### config.mk
export PLATFORM = sky130hd
export DESIGN_NAME = mem_initiator
export DESIGN_NICKNAME = d
export VERILOG_FILES = /design/src/rtl/mem_initiator.sv
export SDC_FILE = /design/constraint.sdc
export NUM_CORES = 1
export LEC_CHECK = 0
export BUFFER_PORTS_ARGS = -buffer_cell sky130_fd_sc_hd__buf_2
export CORE_MARGIN = 2
export CORE_UTILIZATION = 38
export DETAILED_ROUTE_END_ITERATION = 6
export GPL_TIMING_DRIVEN = 0
export PLACE_DENSITY = 0.65
export SYNTH_ARGS = -nofsm -noshare
export SYNTH_HDL_FRONTEND = slang
export SYNTH_SLANG_ARGS = --single-unit
### constraint.sdc
create_clock -name clk -period 3.68 [get_ports clk]
set_clock_uncertainty 0.2 [all_clocks]
set_input_delay 0.92 -clock clk [delete_from_list [all_inputs] [get_ports clk]]
set_output_delay 0.92 -clock clk [all_outputs]
set_load 0.1 [all_outputs]
### src/rtl/mem_initiator.sv
// Bus master for a single-port synchronous memory: turns write, read and burst-read
// commands into memory pin activity and streams captured read words back out.
module mem_initiator #(
    parameter int DW = 4,
    parameter int AW = 4
) (
    input  logic          clk,
    input  logic          reset,
    input  logic          cmd_valid,
    output logic          cmd_ready,
    input  logic [1:0]    cmd_op,
    input  logic [AW-1:0] cmd_addr,
    input  logic [DW-1:0] cmd_wdata,
    input  logic [AW-1:0] cmd_len,
    output logic          rsp_valid,
    output logic [DW-1:0] rsp_data,
    output logic          done,
    output logic          busy,
    output logic          mem_rw,
    output logic [AW-1:0] mem_addr,
    output logic [DW-1:0] mem_wdata,
    input  logic [DW-1:0] mem_rdata
);

    typedef enum logic [1:0] {IDLE, WRITE, READ, DRAIN} state_t;

    localparam logic [1:0] OP_WRITE = 2'b00;
    localparam logic [1:0] OP_READ  = 2'b01;
    localparam logic [1:0] OP_BURST = 2'b10;

    state_t        state;
    logic [AW-1:0] count;
    logic          vld_p1;

    assign cmd_ready = (state == IDLE) && !reset;
    assign busy      = (state != IDLE);

    always_ff @(posedge clk) begin
        if (reset) begin
            state     <= IDLE;
            count     <= '0;
            vld_p1    <= 1'b0;
            mem_rw    <= 1'b1;
            mem_addr  <= '0;
            mem_wdata <= '0;
            rsp_valid <= 1'b0;
            rsp_data  <= '0;
            done      <= 1'b0;
        end else begin
            done <= 1'b0;

            // Stage p1: an address was on the bus while in READ; the memory samples it now
            // and its registered data is captured on the following edge.
            vld_p1    <= (state == READ);
            rsp_valid <= vld_p1;
            if (vld_p1) begin
                rsp_data <= mem_rdata;
            end

            case (state)
                IDLE: begin
                    if (cmd_valid) begin
                        case (cmd_op)
                            OP_WRITE: begin
                                mem_rw    <= 1'b0;
                                mem_addr  <= cmd_addr;
                                mem_wdata <= cmd_wdata;
                                state     <= WRITE;
                            end
                            OP_READ: begin
                                mem_rw   <= 1'b1;
                                mem_addr <= cmd_addr;
                                count    <= '0;
                                state    <= READ;
                            end
                            OP_BURST: begin
                                mem_rw   <= 1'b1;
                                mem_addr <= cmd_addr;
                                count    <= cmd_len;
                                state    <= READ;
                            end
                            // Reserved op: no memory cycle, just complete via DRAIN.
                            default: state <= DRAIN;
                        endcase
                    end
                end
                WRITE: begin
                    mem_rw <= 1'b1;
                    done   <= 1'b1;
                    state  <= IDLE;
                end
                READ: begin
                    if (count != '0) begin
                        mem_addr <= mem_addr + 1'b1;
                        count    <= count - 1'b1;
                    end else begin
                        state <= DRAIN;
                    end
                end
                DRAIN: begin
                    done  <= 1'b1;
                    state <= IDLE;
                end
                default: state <= IDLE;
            endcase
        end
    end

endmodule

==> Yosys cells after proc, flatten, opt, wreduce, memory -nomap -nowiden <==
Cells that the tools add are included.
Widths: inputs -> output; s select.
{ "totals": {"regBits": 22, "latchBits": 0, "ramBits": 0, "romBits": 0, "input_bits": 21, "word_cells": 54, "n_memories": 0} }
{ "op_classes": {"n_addsub": 2, "n_mul": 0, "n_div": 0, "order_cmp": 0, "eq_ne": 11, "n_shift": 0, "n_mux": 16, "bitwise": 0, "reduce_logical": 16} }
{ "op_table": {"columns": ["cell", "count"], "rows": [
  ["$pmux 4 s2", 3],
  ["$mux 4", 5],
  ["$reduce_and 4->1", 2],
  ["$eq 2x2->1 const B", 3],
  ["$ne 2x2->1 const B", 3],
  ["$pmux 2 s3", 1],
  ["$reduce_and 3->1", 2],
  ["$reduce_bool 2->1", 3],
  ["$add 4x1->4 const B", 1],
  ["$eq 2x1->1 const B", 2],
  ["$logic_not 2->1", 2],
  ["$mux 2", 2],
  ["$pmux 1 s2", 2],
  ["$pmux 2 s2", 1],
  ["$reduce_bool 4->1", 1],
  ["$reduce_or 2->1", 2],
  ["$sub 4x1->4 const B", 1],
  ["$ne 3x1->1 const B", 1],
  ["$ne 3x2->1 const B", 1],
  ["$reduce_or 3->1", 1],
  ["$mux 1", 2],
  ["$ne 2x1->1 const B", 1],
  ["$reduce_and 2->1", 1],
  ["$logic_and 1x1->1", 1],
  ["$logic_not 1->1", 1]
]} }

==> Depth between registers and ports, before layout <==
Gate-level depths: netlist of run 1.
{ "logic_depth": {"depth_word": 5, "depth_mapped": 6, "depth_no_buf": 6} }

==> Worst setup path after synthesis of run 1 <==
OpenSTA, ideal clock, no wires.
{ "synth_timing": {"path_kind": "input to output", "startpoint": "in reset", "endpoint": "out cmd_ready", "t_arrival_ns": 2.509, "slack_ns": 0.051, "path_stages": 3, "cell_sequence": "buf_6 > clkbuf_1 > nor2_1"} }
{ "synth_between": {"elab_chain_cells": 2} }
{ "synth_lines": {"columns": ["item", "line", "source"], "rows": [
  ["from (decl)", "8", "input logic reset,"],
  ["$logic_not 1->1", "35", "assign cmd_ready = (state == IDLE) && !reset;"],
  ["$logic_and 1x1->1", "35", null],
  ["to (decl)", "10", "output logic cmd_ready,"]
]} }
Every way passes these cells.

==> Worst setup path after layout of run 1 <==
Same ends and word-level chain as after synthesis.

==> results.yml, run 1 <==
timing:
  setup_violations: 0
  period_utilisation_layout_pct: 84.1
  max-slew-margin-rel_pct: 45.0
  finalHoldViolCount: 0
  final-max-slew-violation-count: 0
  grt_setup_unrepaired: "false"
  tightestPinTransition_ps: 823
  max_clock_freq_ghz: 0.323
  finalSetupTns_ps: 0
  finalCriticalPeriod_ps: 3100
die:
  number_of_rows_in_the_core_area: 19
  core_region_area_um2: 2780
  initial_utilization_pct: 40.4
  die_ht_um: 58.3
  die-width_um: 58.3
  ios: 38
  design.die.area_um2: 3400
clock_tree:
  clkSinkCount: 22
  tritoncts.num_buffers: 3
  clk_transition_reported_paths_ps: 120
  post-cts-setup-buffers: 0
  post_cts_hold_buffer_count: 0
  clockBufferDepth: 2
  cts_tree: "built"
  h-tree-depth: 1
  post_cts_resized: 0
  cts_root_buffer: "clkbuf_4"
  clk_latency_ps: 320
logic_synthesis:
  synth_area_leaders: "dfxtp_1 39%, ha_1 8.9%, mux2i_1 8.9%, nor2_1 6.0%, a21oi_1 3.6%"
  post_synthesis_instance_total: 122
  async_reset_ff_share_pct: 0
  ys.warnings.count: 0
  yosys.cell_types.count: 31
  netlist.top_cell.by_area: "dfxtp_1"
  ys_seq_elements: 22
  post_synthesis_sequential_area_ratio_pct: 39.2
  synth_top_area_share_pct: 39.2
  syn_area_um2: 1120
  synth-edff-count: 0
  dominantRegCellSynth: "dfxtp_1"
  syn_avg_cell_area_um2: 9.20
  synth.net_count: 151
route:
  routed-wl-met2_um: 1200
  route.layer.met1.wl_um: 1040
  routed.top_layer: "met4"
  drt.antenna.violating_nets: 0
  avgRoutedWirePerCell_um: 12.2
  detailroute.wirelength.met3_um: 97
  routed_wl_um: 2370
  dr_total_vias: 984
  routed_via_density: 5.07
  route.detailed.drc: 0
  detailedRoute.firstIterationViolations: 36
  firstDrtPassIters: 4
critical_path:
  path_class: "in -> out"
  crit_path_frequent_cell: "buf_2"
  path_max_fanout: 10
  slowest_cell_on_the_critical_path: "buf_2"
  arrival_time_at_the_worst_endpoint_ps: 1980
  worst_ep_required_time_ps: 2560
  cp_cell_sequence: "buf_2, buf_6, clkbuf_1, nor2_1, buf_2"
  critical-path-max-stage-delay_ps: 430
  crit_path_end_kind: "primary output"
  critPathLaunchType: "primary input"
finish:
  num-nets-final: 193
  filler_cell_count: 270
  post_layout_nonfiller_instances: 194
  antenna_cells: 0
  area_overhead_of_the_layout_relative_to_synthesis_pct: 24.6
  final_layout_size_suffix_gt1_share_pct: 31.3
run:
  drv.max_cap_violation_count: 0
place:
  finalWeightedCongestion: 0.845
  dp_hpwl_um: 1820
  portBuffers: 37
  dpl.cell_count: 190
min_path:
  min_path_type: "reg -> reg"
pwr:
  ir_worst_vdd_uv: 346
  power.density_cell_area_nw_per_um2: 480
  leakage_power_total_nw: 0.636
global_routing:
  globalRoute.totalOverflow: 0
  grt_pass1_wl_um: 3860
  number_of_global_route_vias_before_repair: 910
  maximum_number_of_pins_on_one_net_before_global_route_repair: 14
  globalRouteTotalUtil_pct: 14.8
  initial_antenna_violation_count: 0
status:
  outcome: "complete, no violations"
synth_stat cells (2+ instances only):
library cell and number:
dfxtp_1 22, nor2_1 18, mux2i_1 10, nand2_1 10, a21oi_1 8, ha_1 8, inv_1 8, nand3_1 4
a32o_1 3, buf_6 3, nor2b_1 3, clkbuf_1 2, nand3b_1 2, o21ai_2 2, o22ai_4 2, o31ai_1 2
final cells by class:
| cell class | instances | area [um2] | area share, % |
|---|---|---|---|
| multi-input combinational | 87 | 611 | 43.6 |
| sequential | 22 | 440 | 31.5 |
| timing repair buffer | 37 | 185 | 13.2 |
| buffer | 5 | 41.3 | 2.95 |
| tap | 31 | 38.8 | 2.77 |
| clock inverter | 1 | 30.0 | 2.15 |
| inverter | 8 | 30.0 | 2.15 |
| clock buffer | 3 | 22.5 | 1.61 |
final timing paths:
path	from	to	slack [ps]	depth (start not counted)
setup / recovery	reset	cmd_ready	580	5
hold / removal	rsp_data[1]	rsp_data[1]	310	2
setup reg to reg	count[0]	mem_addr[3]	1640	5
hold reg to reg	rsp_data[1]	rsp_data[1]	310	2
metrics by stage:
stage / hold slack (ps) / total power, mW / cell area, um2 / worst slack (ps) / utilization, %
4_1_cts: 319 / 0.678 / 1400 / 589 / 50.3
6_report: 306 / 0.672 / 1400 / 584 / 50.3
3_3_place_gp: 272 / 0.484 / 1350 / 595 / 48.4
3_5_place_dp: 286 / 0.488 / 1350 / 591 / 48.4
5_1_grt: 333 / 0.703 / 1400 / 489 / 50.3
2_1_floorplan: 285 / 0.447 / 1120 / 51.1 / -
routing by layer:
metal	GRT usage, %	vias to the layer above
met5	0	-
met4	5.98	0
met3	3.52	5
met2	26.2	20
met1	17.2	453
li1	-	506
flip-flops by register name (all words and copies together), names as in the netlist:
signal	count
count	4
rsp_data	4
rsp_valid	1
mem_addr	4
vld_p1	1
mem_rw	1
done	1
mem_wdata	4
state	2
critical path: cells and delay by family:
kind                   cells  cell delay, ps
buffers and inverters      4             910
AND/OR/NAND/NOR            1             140
power by group:
part	switching [mW]	leakage [nW]	internal, mW	total (mW)
clock	0.0782	0.0279	0.110	0.188
combinational	0.157	0.428	0.0602	0.217
sequential	0.0128	0.179	0.254	0.267
kinds of logic (layout without fill, tap and decap cells):
kind of cell	Yosys count	in the layout	share of synthesized area [%]
AOI/OAI and AO/OA	23	23	16.8
buffers and inverters	13	54	6.35
muxes	10	10	8.92
adders and majority gates	8	8	8.92
DFF	22	22	39.2
and+or+nand+nor	46	46	19.7
placed cells by master, fill, tap and decap left out, types with 4 or more instances in the layout:
cell,n
buf_2,37
dfxtp_1,22
nor2_1,18
mux2i_1,10
nand2_1,10
inv_1,8
a21oi_1,8
ha_1,8
nand3_1,4
(Power assumes the default switching activity.)
==> run 2: changes to the inputs <==
==> constraint.sdc (replaced) <==
create_clock -name clk -period 2.85 [get_ports clk]
set_clock_uncertainty 0.2 [all_clocks]
set_input_delay 0.7125 -clock clk [delete_from_list [all_inputs] [get_ports clk]]
set_output_delay 0.7125 -clock clk [all_outputs]
set_load 0.1 [all_outputs]
==> results.yml, run 2 (synthesis results as in run 1) <==
status:
  outcome: "complete, no violations"
timing:
  period_utilisation_layout_pct: 94.3
  finalSetupTns_ps: 0
  setup_violations: 0
  final-max-slew-violation-count: 0
  finalCriticalPeriod_ps: 2690
  tightestPinTransition_ps: 753
  max-slew-margin-rel_pct: 49.7
  grt_setup_unrepaired: "false"
  max_clock_freq_ghz: 0.372
  finalHoldViolCount: 0
finish:
  final_layout_size_suffix_gt1_share_pct: 31.9
  final_common_cell: "buf_2"
  area_overhead_of_the_layout_relative_to_synthesis_pct: 24.9
  num-nets-final: 193
  final_cell_mix: "37 x buf_2, 22 x dfxtp_1, 17 x nor2_1, 10 x mux2i_1, 10 x nand2_1"
  antenna_cells: 0
route:
  detailedRoute.firstIterationViolations: 28
  detailroute.wirelength.met3_um: 151
  route.detailed.drc: 0
  routed_wl_um: 2300
  avgRoutedWirePerCell_um: 11.9
  firstDrtPassIters: 4
  routed-wl-met2_um: 1120
  routed_via_density: 4.99
  routed.top_layer: "met4"
  route.layer.met1.wl_um: 1020
  dr_total_vias: 968
  drt.antenna.violating_nets: 0
critical_path:
  path_max_fanout: 10
  path_class: "in -> out"
  critPathLaunchType: "primary input"
  crit-reg2reg-launch: "count[0]"
  crit_path_end_kind: "primary output"
  arrival_time_at_the_worst_endpoint_ps: 1780
  cp-startpoint: "reset"
  worst_ep_required_time_ps: 1940
min_path:
  hp-start: "rsp_data[3]"
  min_path_type: "reg -> reg"
die:
  initial_utilization_pct: 40.4
  die_ht_um: 58.3
  die-width_um: 58.3
  number_of_rows_in_the_core_area: 19
  design.die.area_um2: 3400
  core_region_area_um2: 2780
  ios: 38
clock_tree:
  clk_latency_ps: 310
  post-cts-setup-buffers: 0
  post_cts_hold_buffer_count: 0
  clk_transition_reported_paths_ps: 120
  cts_tree: "built"
  cts_root_buffer: "clkbuf_4"
  h-tree-depth: 1
  post_cts_resized: 0
  clkSinkCount: 22
  clockBufferDepth: 2
  tritoncts.num_buffers: 3
place:
  dp_hpwl_um: 1830
  portBuffers: 37
  finalWeightedCongestion: 0.750
global_routing:
  initial_antenna_violation_count: 0
  grt_pass1_wl_um: 3930
  number_of_global_route_vias_before_repair: 961
  maximum_number_of_pins_on_one_net_before_global_route_repair: 14
  globalRouteTotalUtil_pct: 14.6
  globalRoute.totalOverflow: 0
run:
  drv.max_cap_violation_count: 0
pwr:
  power.density_cell_area_nw_per_um2: 616
  ir_worst_vdd_uv: 363
  power.total_mw: 0.863
  leakage_power_total_nw: 0.636
-- run 2: changes by cell type in the layout (fill, tap and decap cells not counted) --
cell and change:
nor2_1 -1, nor2_2 +1
-- run 2: per-layer routing --
layer	up-vias	track usage [%]
met3	2	2.42
met1	432	18.8
met4	0	4.65
met2	27	25.0
li1	507	-
met5	-	0
-- run 2: layout make-up --
cell class                      count  area (um2)
Clock buffer                        3        22.5
Buffer                              5        41.3
Multi-Input combinational cell     87         613
Sequential cell                    22         440
Tap cell                           31        38.8
Fill cell                         270        1380
Timing Repair Buffer               37         185
Inverter                            8        30.0
Clock inverter                      1        30.0
-- run 2: path summary, 6_finish.rpt --
path	to	slack [ps]	cells past startpoint
setup / recovery	cmd_ready	160	5
hold / removal	rsp_data[3]	300	2
setup reg to reg	mem_addr[3]	860	5
hold reg to reg	rsp_data[3]	300	2
-- run 2: worst max-delay path, cell delays in order --
cell and delay (ps):
buf_2 120, buf_6 140, clkbuf_1 220, nor2_2 150, buf_2 430
-- run 2: through the flow --
| stage | instance area, um2 | util [%] | hold slack (ps) | setup slack, ps | std cells |
|---|---|---|---|---|---|
| floorplan | 1120 | - | 285 | 89.5 | 122 |
| global placement | 1350 | 48.5 | 270 | 168 | 190 |
| detailed placement | 1350 | 48.5 | 281 | 147 | 190 |
| CTS | 1400 | 50.4 | 312 | 143 | 194 |
| global route | 1400 | 50.4 | 343 | 93.3 | 194 |
| finish | 1400 | 50.4 | 302 | 161 | 194 |
-- run 2: where the power goes --
part,internal [mW],switching [mW]
Sequential,0.328,0.0163
Clock,0.142,0.0979
Combinational,0.0777,0.201
